==> config.mk <==
export PLATFORM = sky130hd
export DESIGN_NAME = dly_prgrm_ctrl
export DESIGN_NICKNAME = d
export VERILOG_FILES = /design/src/rtl/dly_prgrm_pkg.sv /design/src/rtl/dly_prgrm_rr_arb.sv /design/src/rtl/dly_prgrm_ctrl.sv
export SDC_FILE = /design/constraint.sdc
export NUM_CORES = 1
export LEC_CHECK = 0
export CORE_MARGIN = 1
export CORE_UTILIZATION = 47
export CTS_CLUSTER_DIAMETER = 50
export DETAILED_ROUTE_END_ITERATION = 12
export GPL_TIMING_DRIVEN = 0
export HOLD_SLACK_MARGIN = 0.1
export MAX_ROUTING_LAYER = met4
export PLACE_DENSITY = 0.78
export SYNTH_ARGS = -nofsm -noshare
export SYNTH_HDL_FRONTEND = slang
export SYNTH_SLANG_ARGS = --single-unit
==> constraint.sdc <==
create_clock -name clk -period 2.15 [get_ports clk]
set_clock_uncertainty 0.05 [all_clocks]
set_input_delay 0.215 -clock clk [delete_from_list [all_inputs] [get_ports clk]]
set_output_delay 0.215 -clock clk [all_outputs]
set_load 0.05 [all_outputs]
==> src/rtl/dly_prgrm_pkg.sv <==
// rtl/dly_prgrm_pkg.sv - shared constants, types and frame-bit helper for the delay programming controller
//
// Purpose: the frame layout and request type shared by the controller and its
//          arbiter.
// Contents: NUM_CH / CH_W / DLY_W field sizes, FRAME_LEN serial frame length,
//           RW_WRITE opcode bit, prg_state_e FSM encoding, prg_req_t request
//           record, frame_bit() mapping from bit index to serial data.
package dly_prgrm_pkg;

  localparam int   NUM_CH    = 4;
  localparam int   CH_W      = 2;
  localparam int   DLY_W     = 3;
  localparam int   FRAME_LEN = 6;
  localparam int   BIT_W     = 3;
  localparam logic RW_WRITE  = 1'b0;

  typedef enum logic [1:0] {
    IDLE,
    SHIFT,
    GAP
  } prg_state_e;

  typedef struct packed {
    logic [CH_W-1:0]  ch;
    logic [DLY_W-1:0] dly;
  } prg_req_t;

  // Serial frame layout: opcode, ch lsb-first, dly lsb-first.
  function automatic logic frame_bit(input prg_req_t req, input logic [BIT_W-1:0] idx);
    logic b;
    b = RW_WRITE;
    case (idx)
      3'd1:    b = req.ch[0];
      3'd2:    b = req.ch[1];
      3'd3:    b = req.dly[0];
      3'd4:    b = req.dly[1];
      3'd5:    b = req.dly[2];
      default: b = RW_WRITE;
    endcase
    return b;
  endfunction

endpackage

==> src/rtl/dly_prgrm_rr_arb.sv <==
// rtl/dly_prgrm_rr_arb.sv - two-requester round-robin arbiter
//
// Purpose: picks one of two valid requesters; on a tie the pointer decides.
// Ports:
//   vld     in  2  request valid per requester
//   ptr     in  1  0 favours requester 0, 1 favours requester 1
//   gnt     out 2  one-hot grant, zero when nothing is valid
//   ptr_nxt out 1  pointer after this grant (favours the loser)
module dly_prgrm_rr_arb
  import dly_prgrm_pkg::*;
(
  input  logic [1:0] vld,
  input  logic       ptr,
  output logic [1:0] gnt,
  output logic       ptr_nxt
);

  always_comb begin
    gnt     = vld;
    ptr_nxt = ptr;
    if (vld == 2'b11) begin
      gnt = ptr ? 2'b10 : 2'b01;
    end
    if (gnt[0]) begin
      ptr_nxt = 1'b1;
    end else if (gnt[1]) begin
      ptr_nxt = 1'b0;
    end
  end

endmodule

==> src/rtl/dly_prgrm_ctrl.sv <==
// rtl/dly_prgrm_ctrl.sv - arbitrated serial programming controller for the four-channel delay datapath
//
// Purpose: accepts (channel, delay) writes from two requesters, serializes each
//          grant into a 6-bit prgrm_in/prgrm_go_ frame, keeps a shadow copy of
//          committed delays and latches datapath errors.
// Ports:
//   clk        in  1   system clock
//   rst        in  1   asynchronous active-high reset
//   req_vld    in  2   request valid per requester
//   req_rdy    out 2   grant/accept, one-hot or zero, only in IDLE
//   req_ch     in  4   channel per requester ([1:0] req0, [3:2] req1)
//   req_dly    in  6   delay per requester ([2:0] req0, [5:3] req1)
//   prgrm_in   out 1   serial programming data
//   prgrm_go_  out 1   active-low frame strobe
//   err_       in  1   active-low datapath error
//   err_clr    in  1   clears err_sticky (a simultaneous error wins)
//   busy       out 1   frame or inter-frame gap in progress
//   err_sticky out 1   latched error flag
//   shadow_dly out 12  last committed delay, channel N at [3N+2:3N]
module dly_prgrm_ctrl
  import dly_prgrm_pkg::*;
#(
  parameter int GAP_CYC = 1
) (
  input  logic                    clk,
  input  logic                    rst,
  input  logic [1:0]              req_vld,
  output logic [1:0]              req_rdy,
  input  logic [2*CH_W-1:0]       req_ch,
  input  logic [2*DLY_W-1:0]      req_dly,
  output logic                    prgrm_in,
  output logic                    prgrm_go_,
  input  logic                    err_,
  input  logic                    err_clr,
  output logic                    busy,
  output logic                    err_sticky,
  output logic [NUM_CH*DLY_W-1:0] shadow_dly
);

  localparam int               GAP_W    = (GAP_CYC > 1) ? $clog2(GAP_CYC) : 1;
  localparam logic [GAP_W-1:0] GAP_LAST = GAP_W'(GAP_CYC - 1);
  localparam logic [BIT_W-1:0] BIT_LAST = BIT_W'(FRAME_LEN - 1);

  prg_state_e       state, state_nxt;
  logic [BIT_W-1:0] bit_idx, bit_nxt;
  logic [GAP_W-1:0] gap_cnt, gap_nxt;
  prg_req_t         frame, frame_nxt;
  logic             rr_ptr, ptr_nxt;
  logic             frame_err, frame_err_nxt;
  logic             in_nxt, go_nxt;
  logic             commit;
  logic [1:0]       arb_gnt;
  logic             arb_ptr_nxt;

  dly_prgrm_rr_arb u_arb (
    .vld     (req_vld),
    .ptr     (rr_ptr),
    .gnt     (arb_gnt),
    .ptr_nxt (arb_ptr_nxt)
  );

  assign busy = (state != IDLE);

  always_ff @(posedge clk or posedge rst) begin
    if (rst) begin
      state     <= IDLE;
      bit_idx   <= '0;
      gap_cnt   <= '0;
      frame     <= '0;
      rr_ptr    <= 1'b0;
      frame_err <= 1'b0;
      prgrm_in  <= 1'b0;
      prgrm_go_ <= 1'b1;
    end else begin
      state     <= state_nxt;
      bit_idx   <= bit_nxt;
      gap_cnt   <= gap_nxt;
      frame     <= frame_nxt;
      rr_ptr    <= ptr_nxt;
      frame_err <= frame_err_nxt;
      prgrm_in  <= in_nxt;
      prgrm_go_ <= go_nxt;
    end
  end

  // Next-state and next-output logic; prgrm_in/prgrm_go_ are registered one
  // cycle behind, so the grant cycle already computes bit 0 of the frame.
  always_comb begin
    state_nxt     = state;
    bit_nxt       = bit_idx;
    gap_nxt       = gap_cnt;
    frame_nxt     = frame;
    ptr_nxt       = rr_ptr;
    frame_err_nxt = frame_err;
    in_nxt        = 1'b0;
    go_nxt        = 1'b1;
    commit        = 1'b0;
    req_rdy       = 2'b00;
    case (state)
      IDLE: begin
        if (!rst && (arb_gnt != 2'b00)) begin
          req_rdy       = arb_gnt;
          ptr_nxt       = arb_ptr_nxt;
          frame_nxt.ch  = arb_gnt[1] ? req_ch[2*CH_W-1:CH_W]    : req_ch[CH_W-1:0];
          frame_nxt.dly = arb_gnt[1] ? req_dly[2*DLY_W-1:DLY_W] : req_dly[DLY_W-1:0];
          frame_err_nxt = 1'b0;
          bit_nxt       = '0;
          in_nxt        = RW_WRITE;
          go_nxt        = 1'b0;
          state_nxt     = SHIFT;
        end
      end
      SHIFT: begin
        // An error seen on the last bit still blocks this frame's commit.
        frame_err_nxt = frame_err | ~err_;
        if (bit_idx == BIT_LAST) begin
          commit    = ~(frame_err | ~err_);
          gap_nxt   = '0;
          state_nxt = GAP;
        end else begin
          bit_nxt = bit_idx + 1'b1;
          in_nxt  = frame_bit(frame, bit_idx + 1'b1);
          go_nxt  = 1'b0;
        end
      end
      GAP: begin
        if (gap_cnt == GAP_LAST) begin
          state_nxt = IDLE;
        end else begin
          gap_nxt = gap_cnt + 1'b1;
        end
      end
      default: begin
        state_nxt = IDLE;
      end
    endcase
  end

  always_ff @(posedge clk or posedge rst) begin
    if (rst) begin
      err_sticky <= 1'b0;
    end else begin
      err_sticky <= ~err_ | (err_sticky & ~err_clr);
    end
  end

  always_ff @(posedge clk or posedge rst) begin
    if (rst) begin
      shadow_dly <= '0;
    end else if (commit) begin
      for (int i = 0; i < NUM_CH; i++) begin
        if (frame.ch == CH_W'(i)) begin
          shadow_dly[i*DLY_W +: DLY_W] <= frame.dly;
        end
      end
    end
  end

endmodule

==> results of run 1 <==
==> routing by layer <==
layer | part of all wire | routed length (um)
met2 | 0.48 | 1267
met3 | 0.054 | 141
met5 | 0 | 0
met4 | 0.012 | 32
met1 | 0.45 | 1176
==> final cells by class <==
cell class / count / area (sq um)
Sequential cell: 27 / 676.9
Fill cell: 194 / 845.8
Tap cell: 30 / 37.54
Clock inverter: 1 / 7.507
Multi-Input combinational cell: 65 / 594.3
Timing Repair Buffer: 33 / 326.6
Buffer: 1 / 11.26
Clock buffer: 3 / 22.52
Inverter: 6 / 22.52
==> timing repair <==
action                                  4_1_cts  5_1_grt
hold endpoints to repair                      0        0
gates resized for setup                       4        2
endpoints found under the setup margin        2        1
hold buffers                                  0        0
cloned                                        0        0
pin swaps                                     0        0
==> cell usage in the layout (no fill, tap or decap), types with 2 or more instances in the layout <==
cell / n
clkdlybuf4s50_1: 31
dfrtp_1: 26
mux2_1: 9
inv_1: 6
o21ai_0: 5
o32ai_1: 5
a2bb2oi_1: 5
ha_1: 5
nor2_1: 4
mux2_2: 3
clkbuf_4: 3
nand2b_1: 2
or2_2: 2
nand4b_4: 2
a21oi_1: 2
==> worst register-to-register path: cells and delay by family, from the launching register on <==
kind	cells	cell delay, ps
buffers and inverters	2	230
multiplexers	1	340
flip-flops	1	450
adder cells (fa/ha/maj)	1	210
AND/OR/NAND/NOR	2	340
==> cells by family after synthesis <==
group / share of synthesized area
AOI/OAI and AO/OA: 0.1453
and+or+nand+nor: 0.1415
xor gates and xnor gates: 0.006738
DFF: 0.5207
buffers and inverters: 0.02598
adders and majority gates: 0.04812
muxes: 0.1116
==> path summary, 6_finish.rpt <==
| kind | slack [ps] | from | to | cells after the start |
|---|---|---|---|---|
| setup / recovery | 110 | state[1] | req_rdy[1] | 3 |
| hold / removal | 370 | err_ | err_sticky | 2 |
| setup reg to reg | 430 | bit_idx[1] | shadow_dly[10] | 6 |
| hold reg to reg | 460 | shadow_dly[3] | shadow_dly[3] | 1 |
| max in group asynchronous | 1030 | rst | shadow_dly[8] | 2 |
| min in group asynchronous | 430 | rst | rr_ptr | 2 |
==> registers in the layout (all words and copies together), names as in the netlist <==
name and flops:
shadow_dly 12, err_sticky 1, frame_err 1, prgrm_in 1
prgrm_go_ 1, bit_idx 3, state 2, rr_ptr 1
frame 5
==> power by group <==
group	switching (mW)	internal, mW
logic	0.788	0.527
registers	0.213	0.725
clock network	0.152	0.0710
==> metrics by stage <==
stage                     instances  worst slack (ps)  hold WS (ps)
after floorplan                  99             411.3         217.0
after global placement          162            -136.6         422.2
after detailed placement        162            -140.5         429.9
after CTS                       166             9.647         365.4
after global routing            166             36.45         368.4
final                           166             109.9         368.5
==> results by stage, run 1 <==
Worst setup path:
- The number of buffers and inverters on the critical path is 1.
- Traced cell by cell, the critical path runs through or3_4 > nor3_2 > clkdlybuf4s15_2.
- The data arrival time of the critical path is approximately 1800 ps.
- The worst setup path is captured at an output pin.
- The gate family responsible for the most delay along the worst path is simple AND/OR/NAND/NOR gates.
- STA classifies the critical path startpoint as a register.
- STA puts the critical path data required time at roughly 1900 ps.
- Along the worst path, the maximum fanout reaches 5.
- The highest cell delay on the worst timing path is about 450 ps.
- By startpoint and endpoint, the worst setup path is classified as reg2out.
- Among all stages on the critical path, the largest delay is contributed by dfrtp_1.

Global routing:
- Across every metal layer, demand over resource in global routing totals 0.2047.
- For this run, global-route usage on met2 was measured as 0.3233.
- The number of antenna violations at the first check in global routing is 0.
- The total overflow left after global routing is 0.
- Entering global routing, the biggest net connects 28 pins.
- For met3 alone, demand over resource in global routing was 0.02500.
- For met1 alone, demand over resource in global routing was 0.2737.
- The number of global-route vias before repair was approximately 900.
- met2 is the most crowded layer.
- The first global-routing pass estimated approximately 4100 um of wire.

CTS:
- The clock-pin slew on the worst setup and hold paths is around 150 ps.
- The number of levels the H-tree was split into is 1.
- CTS saw 27 sinks.
- The longest clock path from root to sink contains 2 buffers.
- The clock root buffer master is clkbuf_4.
- Buffers inserted during clock tree synthesis total 3.
- TritonCTS built the clock tree.
- The clock insertion delay at the later pin of the skew report is roughly 320 ps.
- Buffers added to address setup during post-CTS repair amount to 0.

Yosys:
- The most common flop cell mapped by yosys is dfrtp_1.
- Synthesis instantiated 35 different standard cells from the library.
- The Yosys step of the flow raised 0 warnings.
- By count the netlist is led by 26 x dfrtp_1, 9 x mux2_1, 6 x inv_1.
- Synthesis handed over a netlist of 99 instances.
- After synthesis the cells add up to 1300 sq um.
- The number of synthesized register bits is 27.
- The library cell occupying the most area in the post-synthesis netlist is dfrtp_1.
- The post-synthesis async set-or-reset flop share is 1.000.
- After synthesis, the cell types taking the most area are dfrtp_1 50%, mux2_1 7.8%, ha_1 4.8%, nand4b_4 3.7%, a2bb2oi_1 3.4%.
- Of the post-synthesis cell area, the dominant cell type holds 0.5005.
- Yosys instantiated no cell more often than dfrtp_1.
- The share of the Yosys chip area taken by registers is 0.5207.
- The number of nets in the synthesized netlist is 120.
- In this run the mean area of a mapped cell was between 10 and 15 sq um.
- Counting flops with a built-in enable in the synthesized netlist gives 0.

Drt:
- The detailed-router iteration count before antenna repair is 4.
- For this run, design rule violations remaining after detail routing come to 0.
- The wire length per cell after detailed routing is about 16 um.
- The wire length after detailed routing is approximately 2600 um.
- After detailed routing, the number of vias per cell comes to 5.705.
- Once detail routing completed, the nets flagged for antenna violations numbered 0.
- The total via count after detailed routing is around 950.
- The initial DRC count is 23.

Floorplan:
- The die is 54.59 um tall.
- The initial utilization of the core area, before any placement, comes to 0.5108.
- The top-level I/O count is 34.
- The number of rows in the core area is 18.
- The horizontal die dimension is 54.59 um.
- The die covers around 3000 sq um.
- The placeable core area is approximately 2500 sq um.

Power and ir drop:
- In this run the power density over the cells is between 1000 and 1500 nW/um^2.
- Summing internal, switching and leakage power gives around 2.5 mW.
- The cell leakage power is 0.7811 nW.
- VDD sags by at most between 900 and 1000 uV.

Final layout:
- The post-route core utilization is 0.6677.
- The share of cells above drive strength 1 is 0.1544.
- The net count of the finished layout is about 160.
- The number of inserted diodes is 0.
- The final design area excluding fillers is roughly 1700 sq um.
- The area growth from synthesis to layout is 30.70%.

Run status:
- The run finished with clean final reports.

Worst hold path:
- The path class of the tightest hold or removal check is in2reg.

STA:
- The upper clock frequency limit is 490.2 MHz.
- The worst path needs ~2000 ps of the cycle, external delays included.
- The number of setup violations in the final report is 0.
- Measured against its own limit, the worst slew margin works out to 0.3338.
- Setup repair after global routing left no endpoint under its margin.
- The aggregate negative setup slack is 0 ps.
- The number of slew-limit violations in the final report is 0.
- The transition time at the pin with the least slew margin is around 1000 ps.
- The final number of hold-violating endpoints is 0.
- The ratio of final minimum period to clock period is 0.9489.

Placed design:
- The placed cell area is between 1500 and 2000 sq um.
- The quantity of I/O buffers inserted on ports is 33.
- The final weighted congestion in routability-driven placement is about 0.78.
- Detailed placement finished with a half-perimeter wire length of ~2000 um.

Run:
- Across the run, the number of max-cap violations was 0.
(Power assumes the default switching activity.)
==> run 2: changes to the inputs <==
- CAP_MARGIN: not set -> 30
- CTS_CLUSTER_SIZE: not set -> 28
- SKIP_CTS_REPAIR_TIMING: not set -> 1
==> run 2 against run 1 <==
  * Utilization up 0.64 points
  * First-iteration DRC count down 35%
  * Setup slack worse by 4.7 ps
  * Combinational power about the same
  * Cell count up 0.60%
  * Count of clock-buffer cells in the layout unchanged
  * Global-route usage up 0.28 points
  * Routed wire length up 0.57%
  * Worst hold slack worse by 160 ps
  * Die area unchanged
  * Largest cell class unchanged
==> results by stage, run 2 (synthesized netlist as in run 1, its figures left out) <==
CTS:
- The number of buffers on the longest clock path is 2 (unchanged).
- The clock insertion delay at the later pin of the skew report came to 320 ps (about the same).
- The clock root buffer master is clkbuf_4 (unchanged).
- The total clock sinks came to 27 (unchanged).
- The TritonCTS clock tree is done (unchanged).
- The clock-pin slew on the worst setup and hold paths came to 140 ps (was 150 ps).
- The number of levels the H-tree was split into is 1 (unchanged).
- The number of clock buffers inserted by TritonCTS is 3 (unchanged).

Floorplan:
- The number of rows in the core area is 18 (unchanged).
- The placeable core area came to 2545 sq um (unchanged).
- The starting density of the core was 0.5108 (unchanged).
- The vertical extent of the die was 54.59 um (unchanged).
- The top-level I/O count is 34 (unchanged).
- The horizontal die dimension is 54.59 um (unchanged).
- The full die area is 2980 sq um (unchanged).

Final layout:
- The fill cell instance count of the final layout was 194 (unchanged).
- The area growth from synthesis to layout is 31.95% (was 30.70%).
- The number of nets in the layout is 159 (was 158).
- Most used cells in the layout excluding fill and tap cells: 31 x clkdlybuf4s50_1, 26 x dfrtp_1, 9 x mux2_1 (unchanged).
- The number of inserted diodes is 0 (unchanged).
- The most common library cell in the layout ignoring fill and taps is clkdlybuf4s50_1 (unchanged).
- The share of cells above drive strength 1 is 0.1533 (was 0.1544).
- The register name with the most flops is shadow_dly (unchanged).
- The post-layout instance count excluding filler cells is 167 (was 166).
- The flip-flop count of the largest register, all copies and words added was 12 (unchanged).
- Leading registers by flop count: shadow_dly x12, frame x5, bit_idx x3 (unchanged).

Worst setup path:
- The data arrival time of the critical path is 1780 ps (about the same).
- The highest cell delay on the worst timing path is 450 ps (about the same).
- The critical path buffer and inverter count came to 1 (unchanged).
- CP Cell Sequence: or3_4 > nor2_1 > dlymetal6s2s_1 (was or3_4 > nor3_2 > clkdlybuf4s15_2).
- The category of the worst setup path launch point is a register (unchanged).
- The required time of the critical path is 1880 ps (about the same).
- The type of element capturing the critical path is an output pin (unchanged).
- The maximum fanout count along the critical path is 5 (unchanged).
- The critical path depth in cells is 3 (unchanged).
- The category of the most critical setup path is reg2out (unchanged).
- The depth of the most critical reg-to-reg path is 6 (unchanged).
- The gate family responsible for the most delay along the worst path is simple AND/OR/NAND/NOR gates (unchanged).
- The master of the slowest instance on the critical path was dfrtp_1 (unchanged).

Worst hold path:
- The worst hold-check path type is in2async (was in2reg).

Placed design:
- The post-detailed-placement half-perimeter wirelength was 2056 um (was 2001 um).
- The total placed cells including tap cells is 163 (was 162).
- The quantity of I/O buffers inserted on ports is 33 (unchanged).
- The final weighted congestion in routability-driven placement is 0.7802 (unchanged).
- The setup slack after placement came to -144.5 ps (was -140.5 ps).

STA:
- The worst-case headroom to the max-slew limit is 0.4642 (was 0.3338).
- The final critical-path required period is 2045 ps (was 2040 ps).
- Unrepaired setup endpoints after global routing: no (unchanged).
- The final number of hold-violating endpoints is 0 (unchanged).
- The ratio of final minimum period to clock period is 0.9511 (was 0.9489).
- The final worst-path setup slack is 105.2 ps (was 109.9 ps).
- The transition time at the pin with the least slew margin is 797.6 ps (was 998.2 ps).
- The number of slew-limit violations in the final report is 0 (unchanged).
- The upper clock frequency limit came to 489.0 MHz (was 490.2 MHz).
- The number of setup violations in the final report is 0 (unchanged).

Drt:
- The detailed-router iteration count before antenna repair was 4 (unchanged).
- The initial DRC count is 15 (was 23).
- The DRC violation count after routing came to 0 (unchanged).
- The remaining antenna violation count was 0 (unchanged).
- The wire length per cell after detailed routing is 15.76 um (was 15.77 um).
- The post-detailed-route via-to-cell ratio is 5.551 (was 5.705).
- The total via count after detailed routing is 927 (was 947).
- The wire length after detailed routing came to 2632 um (was 2617 um).

Global routing:
- The largest net degree at the start of global routing is 17 (was 28).
- The number of antenna violations at the first check in global routing is 0 (unchanged).
- The global-route wire length before repair is 4167 um (was 4119 um).
- The total global routing overflow is 0 (unchanged).
- The overall global routing resource usage is 0.2075 (was 0.2047).
- The number of global-route vias before repair is 894 (was 876).

Power and ir drop:
- The worst supply voltage drop on vdd is 958.0 uV (was 978.2 uV).
- The portion of total power attributed to sequential cells is 0.378 (was 0.379).
- The power per unit of standard cell area is 1442 nW/um^2 (was 1457 nW/um^2).
- The total internal power is 1.326 mW (was 1.323 mW).
- The net load switching power came to 1.148 mW (was 1.153 mW).
- The total power after layout was 2.474 mW (was 2.476 mW).
- The cell leakage power was 0.8054 nW (was 0.7811 nW).
- The switching portion of total power was 0.4640 (was 0.4657).
- The combinational fraction of design power is 0.534 (was 0.531).
- The clock power share is 0.088 (was 0.090).

Run status:
- Run status: completed (unchanged).

Run:
- The number of maximum-capacitance violations came to 0 (unchanged).
run 2: changes by cell type in the layout (fill, tap and decap cells not counted), sizes merged:
cell / before / now
buf: 1 / 2
clkdlybuf4s15: 1 / 0
dlymetal6s2s: 0 / 1
run 2: layer usage:
metal / GRT usage / vias to the layer above / wire length, um
met4: 0.07692 / 0 / 15
met5: - / - / 0
li1: - / 447 / -
met3: 0.01667 / 2 / 111
met1: 0.2727 / 458 / 1220
met2: 0.3333 / 20 / 1286
run 2: power groups by stage:
stage	Clock (mW)	Combinational (mW)	Sequential [mW]
4_1_cts	0.231	1.33	0.937
3_5_place_dp	0	1.33	0.948
3_3_place_gp	0	1.29	0.940
6_report	0.218	1.32	0.936
5_1_grt	0.252	1.41	0.972
2_1_floorplan	0	0.562	1.28
run 2: cell type report:
class	count	area, sq um	area share
flip-flops and latches	27	676.9	0.3946
multi-input cells	65	594.3	0.3465
repair buffers	34	342.8	0.1999
well taps	30	37.54	0.02188
clock buffers	3	22.52	0.01313
inverters	6	22.52	0.01313
plain buffers	1	11.26	0.006565
clock inverters	1	7.507	0.004376
run 2: worst register-to-register path, delay by kind of cell, from the launching register on:
family / cells / cell delay (ps)
AND/OR/NAND/NOR: 2 / 340
adder cells (fa/ha/maj): 1 / 210
buffers and inverters: 2 / 230
multiplexers: 1 / 340
flip-flops: 1 / 450
run 2: path summary, 6_finish.rpt:
check                                   start             end  slack (ps)
worst min-delay path                      rst      bit_idx[1]         210
min in group clk                         err_      err_sticky         380
worst max-delay path                 state[1]      req_rdy[0]         110
max in group asynchronous                 rst  shadow_dly[10]        1370
worst min register to register  shadow_dly[3]   shadow_dly[3]         460
worst max register to register     bit_idx[1]  shadow_dly[10]         430
run 2: stage by stage:
stage                     cell area [sq um]  utilization  TNS (ps)  hold slack (ps)
after floorplan                        1305            -         0            217.0
after global placement                 1673       0.6573    -221.8            422.2
after detailed placement               1688       0.6632    -245.6            429.9
after CTS                              1718       0.6750    -646.2            206.8
after global routing                   1715       0.6740         0            245.6
final                                  1715       0.6740         0            212.7
==> run 3: changes to the inputs <==
- CORE_UTILIZATION: 47 -> 51
- PLACE_DENSITY: 0.78 -> 0.83
- clock period: 2.15 -> 2.4 ns (I/O delays scaled with it)
==> run 3 against run 2 <==
  * First-iteration DRC count down 33%
  * Routed wire length rose by 3.1%
  * Flip-flop and latch count unchanged
  * Critical path depth stayed put
  * Critical path type unchanged
  * Power shrank 9.4%
  * Sequential share of layout area is 0.29 points lower
  * Combinational power fell by 9.8%
  * Non-clock buffer count unchanged
  * Count of clock-buffer cells in the layout unchanged
==> results by stage, run 3 (synthesized netlist as in run 1, its figures left out) <==
Drt:
- The post-detailed-route via-to-cell ratio is 5.836 (was 5.551).
- The wire length after detailed routing is 2713 um (was 2632 um).
- The wire length per cell after detailed routing is 16.44 um (was 15.76 um).
- The DRC violation count after routing is 0 (unchanged).
- The remaining antenna violation count is 0 (unchanged).
- The total via count after detailed routing is 963 (was 927).
- The detailed-router iteration count before antenna repair is 4 (unchanged).
- The initial DRC count came to 10 (was 15).

Floorplan:
- The number of rows in the core area is 17 (was 18).
- The vertical extent of the die came to 52.49 um (was 54.59 um).
- The top-level I/O count is 34 (unchanged).
- The placeable core area is 2297 sq um (was 2545 sq um).
- The horizontal die dimension is 52.49 um (was 54.59 um).
- The full die area is 2755 sq um (was 2980 sq um).
- The starting density of the core came to 0.5659 (was 0.5108).

Worst hold path:
- The worst hold-check path type was in2async (unchanged).

Placed design:
- The post-detailed-placement half-perimeter wirelength came to 2059 um (was 2056 um).
- The setup slack after placement is 11.60 ps (was -144.5 ps).
- The quantity of I/O buffers inserted on ports came to 33 (unchanged).
- The final weighted congestion in routability-driven placement is 0.8122 (was 0.7802).

Worst setup path:
- The maximum fanout count along the critical path is 5 (unchanged).
- The depth of the most critical reg-to-reg path is 6 (unchanged).
- The master of the slowest instance on the critical path was dfrtp_1 (unchanged).
- The critical path depth in cells is 3 (unchanged).
- The startpoint of the lowest-slack register-to-register path is bit_idx[1] (unchanged).
- The gate family responsible for the most delay along the worst path is simple AND/OR/NAND/NOR gates (unchanged).
- The critical path buffer and inverter count was 1 (unchanged).
- The reg-to-reg critical path endpoint is shadow_dly[8] (was shadow_dly[10]).
- The required time of the critical path is 2110 ps (was 1880 ps).
- The category of the worst setup path launch point is a register (unchanged).
- The reg2reg setup slack is 670 ps (was 430 ps).
- The highest cell delay on the worst timing path came to 440 ps (was 450 ps).
- The data arrival time of the critical path is 1830 ps (was 1780 ps).
- CP Cell Sequence: or3_4 > nor3_1 > dlymetal6s2s_1 (was or3_4 > nor2_1 > dlymetal6s2s_1).
- The category of the most critical setup path is reg2out (unchanged).
- The type of element capturing the critical path is an output pin (unchanged).
- The critical path startpoint was state[1] (unchanged).

Power and ir drop:
- The power per unit of standard cell area is 1297 nW/um^2 (was 1442 nW/um^2).
- The worst supply voltage drop on vdd was 883.4 uV (was 958.0 uV).
- The cell leakage power is 0.8261 nW (was 0.8054 nW).
- The total power after layout is 2.241 mW (was 2.474 mW).

STA:
- The worst-case headroom to the max-slew limit is 0.4420 (was 0.4642).
- Timing would allow up to roughly 470 MHz.
- The number of setup violations in the final report was 0 (unchanged).
- The smallest hold slack is 114.8 ps (was 212.7 ps).
- The final worst-path setup slack is 278.5 ps (was 105.2 ps).
- The number of slew-limit violations in the final report is 0 (unchanged).
- The transition time at the pin with the least slew margin came to 830.6 ps (was 797.6 ps).
- The final number of hold-violating endpoints is 0 (unchanged).
- After layout, the minimum clock period comes to between 2000 and 2500 ps.
- Unrepaired setup endpoints after global routing: no (unchanged).
- Of the available clock period, the critical path in the final layout requires 0.8840.

CTS:
- The total clock sinks came to 27 (unchanged).
- The clock-pin slew on the worst setup and hold paths is 140 ps (about the same).
- The number of levels the H-tree was split into is 1 (unchanged).
- The clock root buffer master was clkbuf_4 (unchanged).
- The TritonCTS clock tree is done (unchanged).
- The clock insertion delay at the later pin of the skew report is 340 ps (was 320 ps).
- The number of buffers on the longest clock path is 2 (unchanged).
- The number of clock buffers inserted by TritonCTS is 3 (unchanged).

Global routing:
- The overall global routing resource usage is 0.2285 (was 0.2075).
- The number of antenna violations at the first check in global routing is 0 (unchanged).
- The total global routing overflow is 0 (unchanged).
- The global-route wire length before repair is 4374 um (was 4167 um).
- The largest net degree at the start of global routing came to 26 (was 17).
- The number of global-route vias before repair is 979 (was 894).

Final layout:
- The number of nets in the layout is 159 (unchanged).
- The flip-flop count of the largest register, all copies and words added is 12 (unchanged).
- Leading registers by flop count: shadow_dly x12, frame x5, bit_idx x3 (unchanged).
- Most used cells in the layout excluding fill and tap cells: 31 x clkdlybuf4s50_1, 26 x dfrtp_1, 9 x mux2_1 (unchanged).
- The area growth from synthesis to layout is 32.92% (was 31.95%).
- The share of cells above drive strength 1 is 0.1387 (was 0.1533).
- The number of inserted diodes came to 0 (unchanged).
- The post-route core utilization is 0.7522 (was 0.6740).
- The register name with the most flops is shadow_dly (unchanged).
- The most common library cell in the layout ignoring fill and taps is clkdlybuf4s50_1 (unchanged).

Run status:
- Run status: completed (unchanged).

Run:
- The number of maximum-capacitance violations is 0 (unchanged).
## run 3: changes by cell type in the layout (fill, tap and decap cells not counted)
cell            change
nor3_1              +1
dlymetal6s2s_1      +1
clkbuf_2            -1
buf_8               -1
nor3_2              -1
buf_16              +1
## run 3: area by class of cell
class | instances | area [sq um]
buffer | 1 | 11.26
clock buffer | 3 | 22.52
clock inverter | 1 | 7.507
fill | 176 | 569.3
inverter | 6 | 22.52
multi-input combinational | 65 | 589.3
sequential | 27 | 676.9
tap | 28 | 35.03
timing repair buffer | 34 | 362.8
## run 3: layer usage
metal / vias to the layer above / global-route usage / share of wire
met3: 4 / 0.03478 / 0.033
li1: 451 / - / -
met4: 0 / 0.07895 / 0.016
met5: - / - / 0
met1: 483 / 0.2700 / 0.43
met2: 25 / 0.3945 / 0.52
## run 3: worst max path at each step
stage | endpoint | slack, ps
after detailed placement | req_rdy[1] | 10
final | req_rdy[1] | 280
after CTS | req_rdy[1] | -150
after global placement | req_rdy[1] | 60
after floorplan | req_rdy[1] | 220
after global routing | req_rdy[1] | 220
## run 3: metrics by stage
stage               instances  TNS [ps]  cell area (sq um)
global route              165         0               1728
floorplan                  99         0               1300
global placement          160         0               1665
finish                    165         0               1728
detailed placement        161         0               1693
CTS                       165    -208.3               1723
## run 3: power breakdown
group,internal (mW),switching (mW),leakage (nW)
clock network,0.0640,0.144,0.0139
logic,0.478,0.712,0.475
registers,0.650,0.193,0.337
==> variant 1: new RTL, settings of run 2 <==
Set the package constant `CH_W` to 3 (it was 2).
--- a/src/rtl/dly_prgrm_pkg.sv
+++ b/src/rtl/dly_prgrm_pkg.sv
@@ -8,7 +8,7 @@
 package dly_prgrm_pkg;
 
   localparam int   NUM_CH    = 4;
-  localparam int   CH_W      = 2;
+  localparam int   CH_W      = 3;
   localparam int   DLY_W     = 3;
   localparam int   FRAME_LEN = 6;
   localparam int   BIT_W     = 3;
Interface: changed (resized req_ch); port bits go from 34 to 36. No check against the original RTL was run, so the function may have changed too.
==> variant 1 against run 2 <==
  * Global-route usage shrank 0.70 points
  * Critical path depth unchanged
  * Register-to-register slack lost 0.10 ns
  * Sequential cell count rose by 1
  * Total power up 2.9%
  * Non-clock buffer count increased by 5
  * Area after synthesis is 6.5% higher
  * Cell area is 7.6% higher
  * Sequential power up 2.5%
  * Routed wire length grew 10%
  * Via count increased by 19%
  * Synthesized cell count increased by 22%
  * Combinational power is 7% lower
  * Worst setup slack lost 0.016 ns
==> variant 1: results (changes against run 2) <==
[critical_path]
cp_data_arrival_time_ns = 1.80  ; +0.02 ns
slowest_delay_ns = 0.50  ; +0.05 ns
r2r_cells = 5  ; -1
rr_endpoint = shadow_dly[7]
critPathMaxFanout = 6  ; +1
ff2ff_setup_slack_ns = 0.33  ; -0.10 ns

[min_path]
hold_path.class = input port to asynchronous set/reset pin

[yosys]
yosysWarningCount = 0  ; unchanged
yosys-top-cells-count = dfrtp_1 (27), mux2_2 (14), a21oi_1 (9)
synthCells = 121  ; +22%
ys_seq_area_share_pct = 50.7  ; -1.4 points
synth_area_leaders = dfrtp_1 (49%), mux2_2 (11%), ha_1 (4.5%), a31oi_1 (3.6%), a21oi_1 (3.3%)
syn_nets = 144  ; +20%
yosys.cell_types.count = 36  ; +2.9%
synth_flop_cell = dfrtp_1

[global_routing]
antenna_found_initial = 0  ; unchanged
grt_usage_pct = 20.1  ; -0.70 points
grt_pass1_wl_um = 4770  ; +14%

[place]
numPortBuffers = 35  ; +6.1%
gp_congestion = 0.877  ; +12%
hpwlAfterDp_um = 2230  ; +8.4%
place_area_um2 = 1790  ; +6.3%

[finish]
drive_above_1_share_pct = 21.1  ; +5.8 points
num-fill-cells = 214  ; +10%
antenna-diode-count = 0  ; unchanged
reg_top3 = shadow_dly x12, frame x6, bit_idx x3

[route]
vias = 1104  ; +19%
post_drt_wl_per_cell_um = 15.1  ; -4.0%
via_per_inst = 5.75  ; +3.6%
dr.first_iter.drc_count = 21  ; +6

[power]
max-vdd-ir-drop_uv = 944  ; -1.5%
p_leak_nw = 0.802  ; -0.46%

[clock_tree]
clock_latency_ns = 0.34  ; +0.02 ns
clockBufferDepth = 2  ; unchanged

[timing]
worst_pin_slew_ns = 0.567  ; -0.231 ns

[run_status]
status = completed

variant 1: cell types whose count changed after synthesis, sizes merged, moves of 2 or more:
cell / run 2 / this run
a21oi: 2 / 9
a2bb2oi: 5 / 1
a31oi: 1 / 8
clkbuf: 0 / 3
inv: 6 / 8
mux2: 12 / 14
nand3b: 0 / 6
nor3b: 0 / 2
o21ai: 5 / 8
o32ai: 5 / 1
variant 1: cells by family (layout without fill, tap and decap cells):
logic type,count (synthesis),in the layout,share of synthesized area (%)
and+or+nand+nor,28,28,15.2
muxes,14,14,11.4
adders and majority gates,5,5,4.52
buffers and inverters,12,52,3.34
DFF,28,28,50.7
AOI/OAI and AO/OA,34,34,14.9
variant 1: worst max-delay path by stage:
stage | start | to | slack, ns | cells after the start
2_1_floorplan | state[0] | req_rdy[0] | 0.21 | 3
3_3_place_gp | rst | req_rdy[0] | -0.39 | 5
3_5_place_dp | rst | req_rdy[0] | -0.41 | 5
4_1_cts | state[0] | req_rdy[0] | -0.58 | 4
5_1_grt | state[0] | req_rdy[0] | -0.0007 | 4
6_report | state[0] | req_rdy[1] | 0.09 | 3
variant 1: stage by stage:
stage	util (%)	TNS, ns	hold WS, ns	setup slack [ns]
6_report	66.4	0	0.262	0.0891
5_1_grt	66.4	-0.000734	0.290	-0.000734
3_5_place_dp	64.5	-0.703	0.447	-0.406
3_3_place_gp	64.0	-0.693	0.437	-0.387
2_1_floorplan	-	0	0.230	0.210
4_1_cts	66.4	-0.999	0.233	-0.580
variant 1: metal layers:
metal  global-route usage [%]  up-vias  wire (µm)
met3                     2.76        8        152
met4                     11.1        0         63
met5                        -        -          0
li1                         -      524          -
met1                     22.9      531       1210
met2                     34.0       41       1480
variant 1: layout make-up:
class,instances,share of cell area (%)
Inverter,8,1.63
Clock buffer,3,1.22
Timing Repair Buffer,36,19.4
Clock inverter,1,1.63
Sequential cell,28,38.0
Multi-Input combinational cell,81,35.1
Buffer,4,0.881
Tap cell,31,2.10
variant 1: power breakdown:
part | total (mW) | internal [mW] | switching, mW
Sequential | 0.959 | 0.735 | 0.224
Combinational | 1.23 | 0.510 | 0.724
Clock | 0.353 | 0.189 | 0.164
Total | 2.55 | 1.43 | 1.11
==> variant 2: new RTL, config.mk and constraints of run 2 <==
Made on the original files. The 3 states of `prg_state_e` get a one-hot encoding in 3 bits.
--- a/src/rtl/dly_prgrm_pkg.sv
+++ b/src/rtl/dly_prgrm_pkg.sv
@@ -14,10 +14,10 @@
   localparam int   BIT_W     = 3;
   localparam logic RW_WRITE  = 1'b0;
 
-  typedef enum logic [1:0] {
-    IDLE,
-    SHIFT,
-    GAP
+  typedef enum logic [2:0] {
+    IDLE  = 3'b001,
+    SHIFT = 3'b010,
+    GAP   = 3'b100
   } prg_state_e;
 
   typedef struct packed {
Formal check against the unedited RTL: same outputs for any inputs over 10 cycles, from zero or initial values and one cycle with rst high; not proved beyond that.
==> variant 2 against run 2 <==
  * Area after synthesis up 3.8%
  * Worst setup slack worse by 0.012 ns
  * Register-to-register slack got worse by 0.29 ns
  * Cell area rose by 4.8%
  * Routed wire length rose by 3.2%
  * Cell count up 9.6%
  * Sequential cell count rose by 1
  * Synthesized cell count increased by 16%
Power is not compared: it rests on default switching activity, and its combinational part moved more than twofold at a synthesized area within 25%.
==> variant 2: results (changes against run 2) <==
[finish]
fin_cells = 183  ; +9.6%
reg_top3 = shadow_dly x12, frame x5
drive_above_1_share_pct = 19.1  ; +3.8 points
nets = 174  ; +9.4%

[route]
post_drt_wl_per_cell_um = 14.8  ; -5.8%
dr.first_iter.drc_count = 11  ; -4
vias = 1017  ; +9.7%

[place]
hpwlAfterDp_um = 2100  ; +2.2%
numPortBuffers = 32  ; -3.0%
gp_congestion = 0.825  ; +5.8%
place_area_um2 = 1730  ; +2.7%
dp_worst_setup_slack_ns = -0.635  ; -0.490 ns

[critical_path]
critPathMaxFanout = 10  ; +5
slowest_delay_ns = 0.58  ; +0.13 ns
critPathTopFamily = flip-flops
cpMaxStageDelayCell = dfstp_2

[yosys]
synthCells = 115  ; +16%
ys_seq_area_share_pct = 52.1  ; +0.064 points
synth_area_leaders = dfrtp_1 (48%), mux2_2 (8.3%), ha_1 (4.6%), dfstp_2 (3.9%), mux2_4 (3.3%)
yosys.cell_types.count = 32  ; -8.6%
syn_nets = 136  ; +13%
yosysWarningCount = 0  ; unchanged
yosys-top-cells-count = dfrtp_1 (26), mux2_2 (10), a21oi_1 (8), inv_1 (8)

[timing]
worst_pin_slew_ns = 0.526  ; -0.272 ns

[run_status]
status = completed

[global_routing]
use_met1_pct = 22.5  ; -4.8 points
grt_use_met2_pct = 33.6  ; +0.23 points
grt_usage_pct = 19.2  ; -1.5 points

[power]
p_leak_nw = 0.811
max-vdd-ir-drop_uv = 797

[min_path]
hold_path.class = input port to flip-flop

## variant 2: worst reg2reg max path: cells and delay by family (launching register included)
family / cells / cell delay [ns]
adders and majority gates: 1 / 0.22
buffers and inverters: 1 / 0.11
DFF: 1 / 0.46
muxes: 1 / 0.32
and+or+nand+nor: 2 / 0.76
## variant 2: layout make-up
| class | count | area [µm²] |
|---|---|---|
| Multi-Input combinational cell | 73 | 604 |
| Sequential cell | 28 | 703 |
| Fill cell | 215 | 936 |
| Clock inverter | 1 | 30.0 |
| Timing Repair Buffer | 33 | 339 |
| Clock buffer | 3 | 22.5 |
| Inverter | 8 | 30.0 |
| Buffer | 6 | 30.0 |
| Tap cell | 31 | 38.8 |
## variant 2: routing by layer
metal | routed length [µm] | part of all wire [%] | up-vias
li1 | - | - | 491
met3 | 98 | 3.6 | 2
met4 | 17 | 0.63 | 0
met5 | 0 | 0 | -
met1 | 1210 | 44 | 496
met2 | 1400 | 51 | 28
## variant 2: worst paths after layout
kind / cells past startpoint / start / slack (ns) / end
hold reg to reg: 1 / shadow_dly[5] / 0.48 / shadow_dly[5]
setup / recovery: 4 / state[0] / 0.09 / req_rdy[0]
max in group asynchronous: 3 / rst / 1.25 / bit_idx[1]
setup reg to reg: 5 / bit_idx[1] / 0.14 / shadow_dly[1]
hold / removal: 2 / req_vld[1] / 0.24 / rr_ptr
min in group asynchronous: 2 / rst / 0.32 / shadow_dly[0]
## variant 2: power groups by stage
| stage | logic, mW | registers, mW | clock network [mW] |
|---|---|---|---|
| finish | 0.603 | 0.798 | 0.344 |
| global route | 0.654 | 0.822 | 0.367 |
| CTS | 0.598 | 0.795 | 0.351 |
| detailed placement | 0.595 | 0.806 | 0 |
| global placement | 0.576 | 0.795 | 0 |
| floorplan | 0.393 | 0.805 | 0 |
## variant 2: cells by family (layout without fill, tap and decap cells)
logic type      after synthesis  count (layout)  synth area share [%]
fa+ha+maj                     5               5                  4.64
xor+xnor                      1               1                 0.649
mux                          13              13                  11.7
compound gates               26              26                  11.9
flops                        28              28                  52.1
buf+inv                      14              51                  4.45
simple gates                 28              28                  14.6
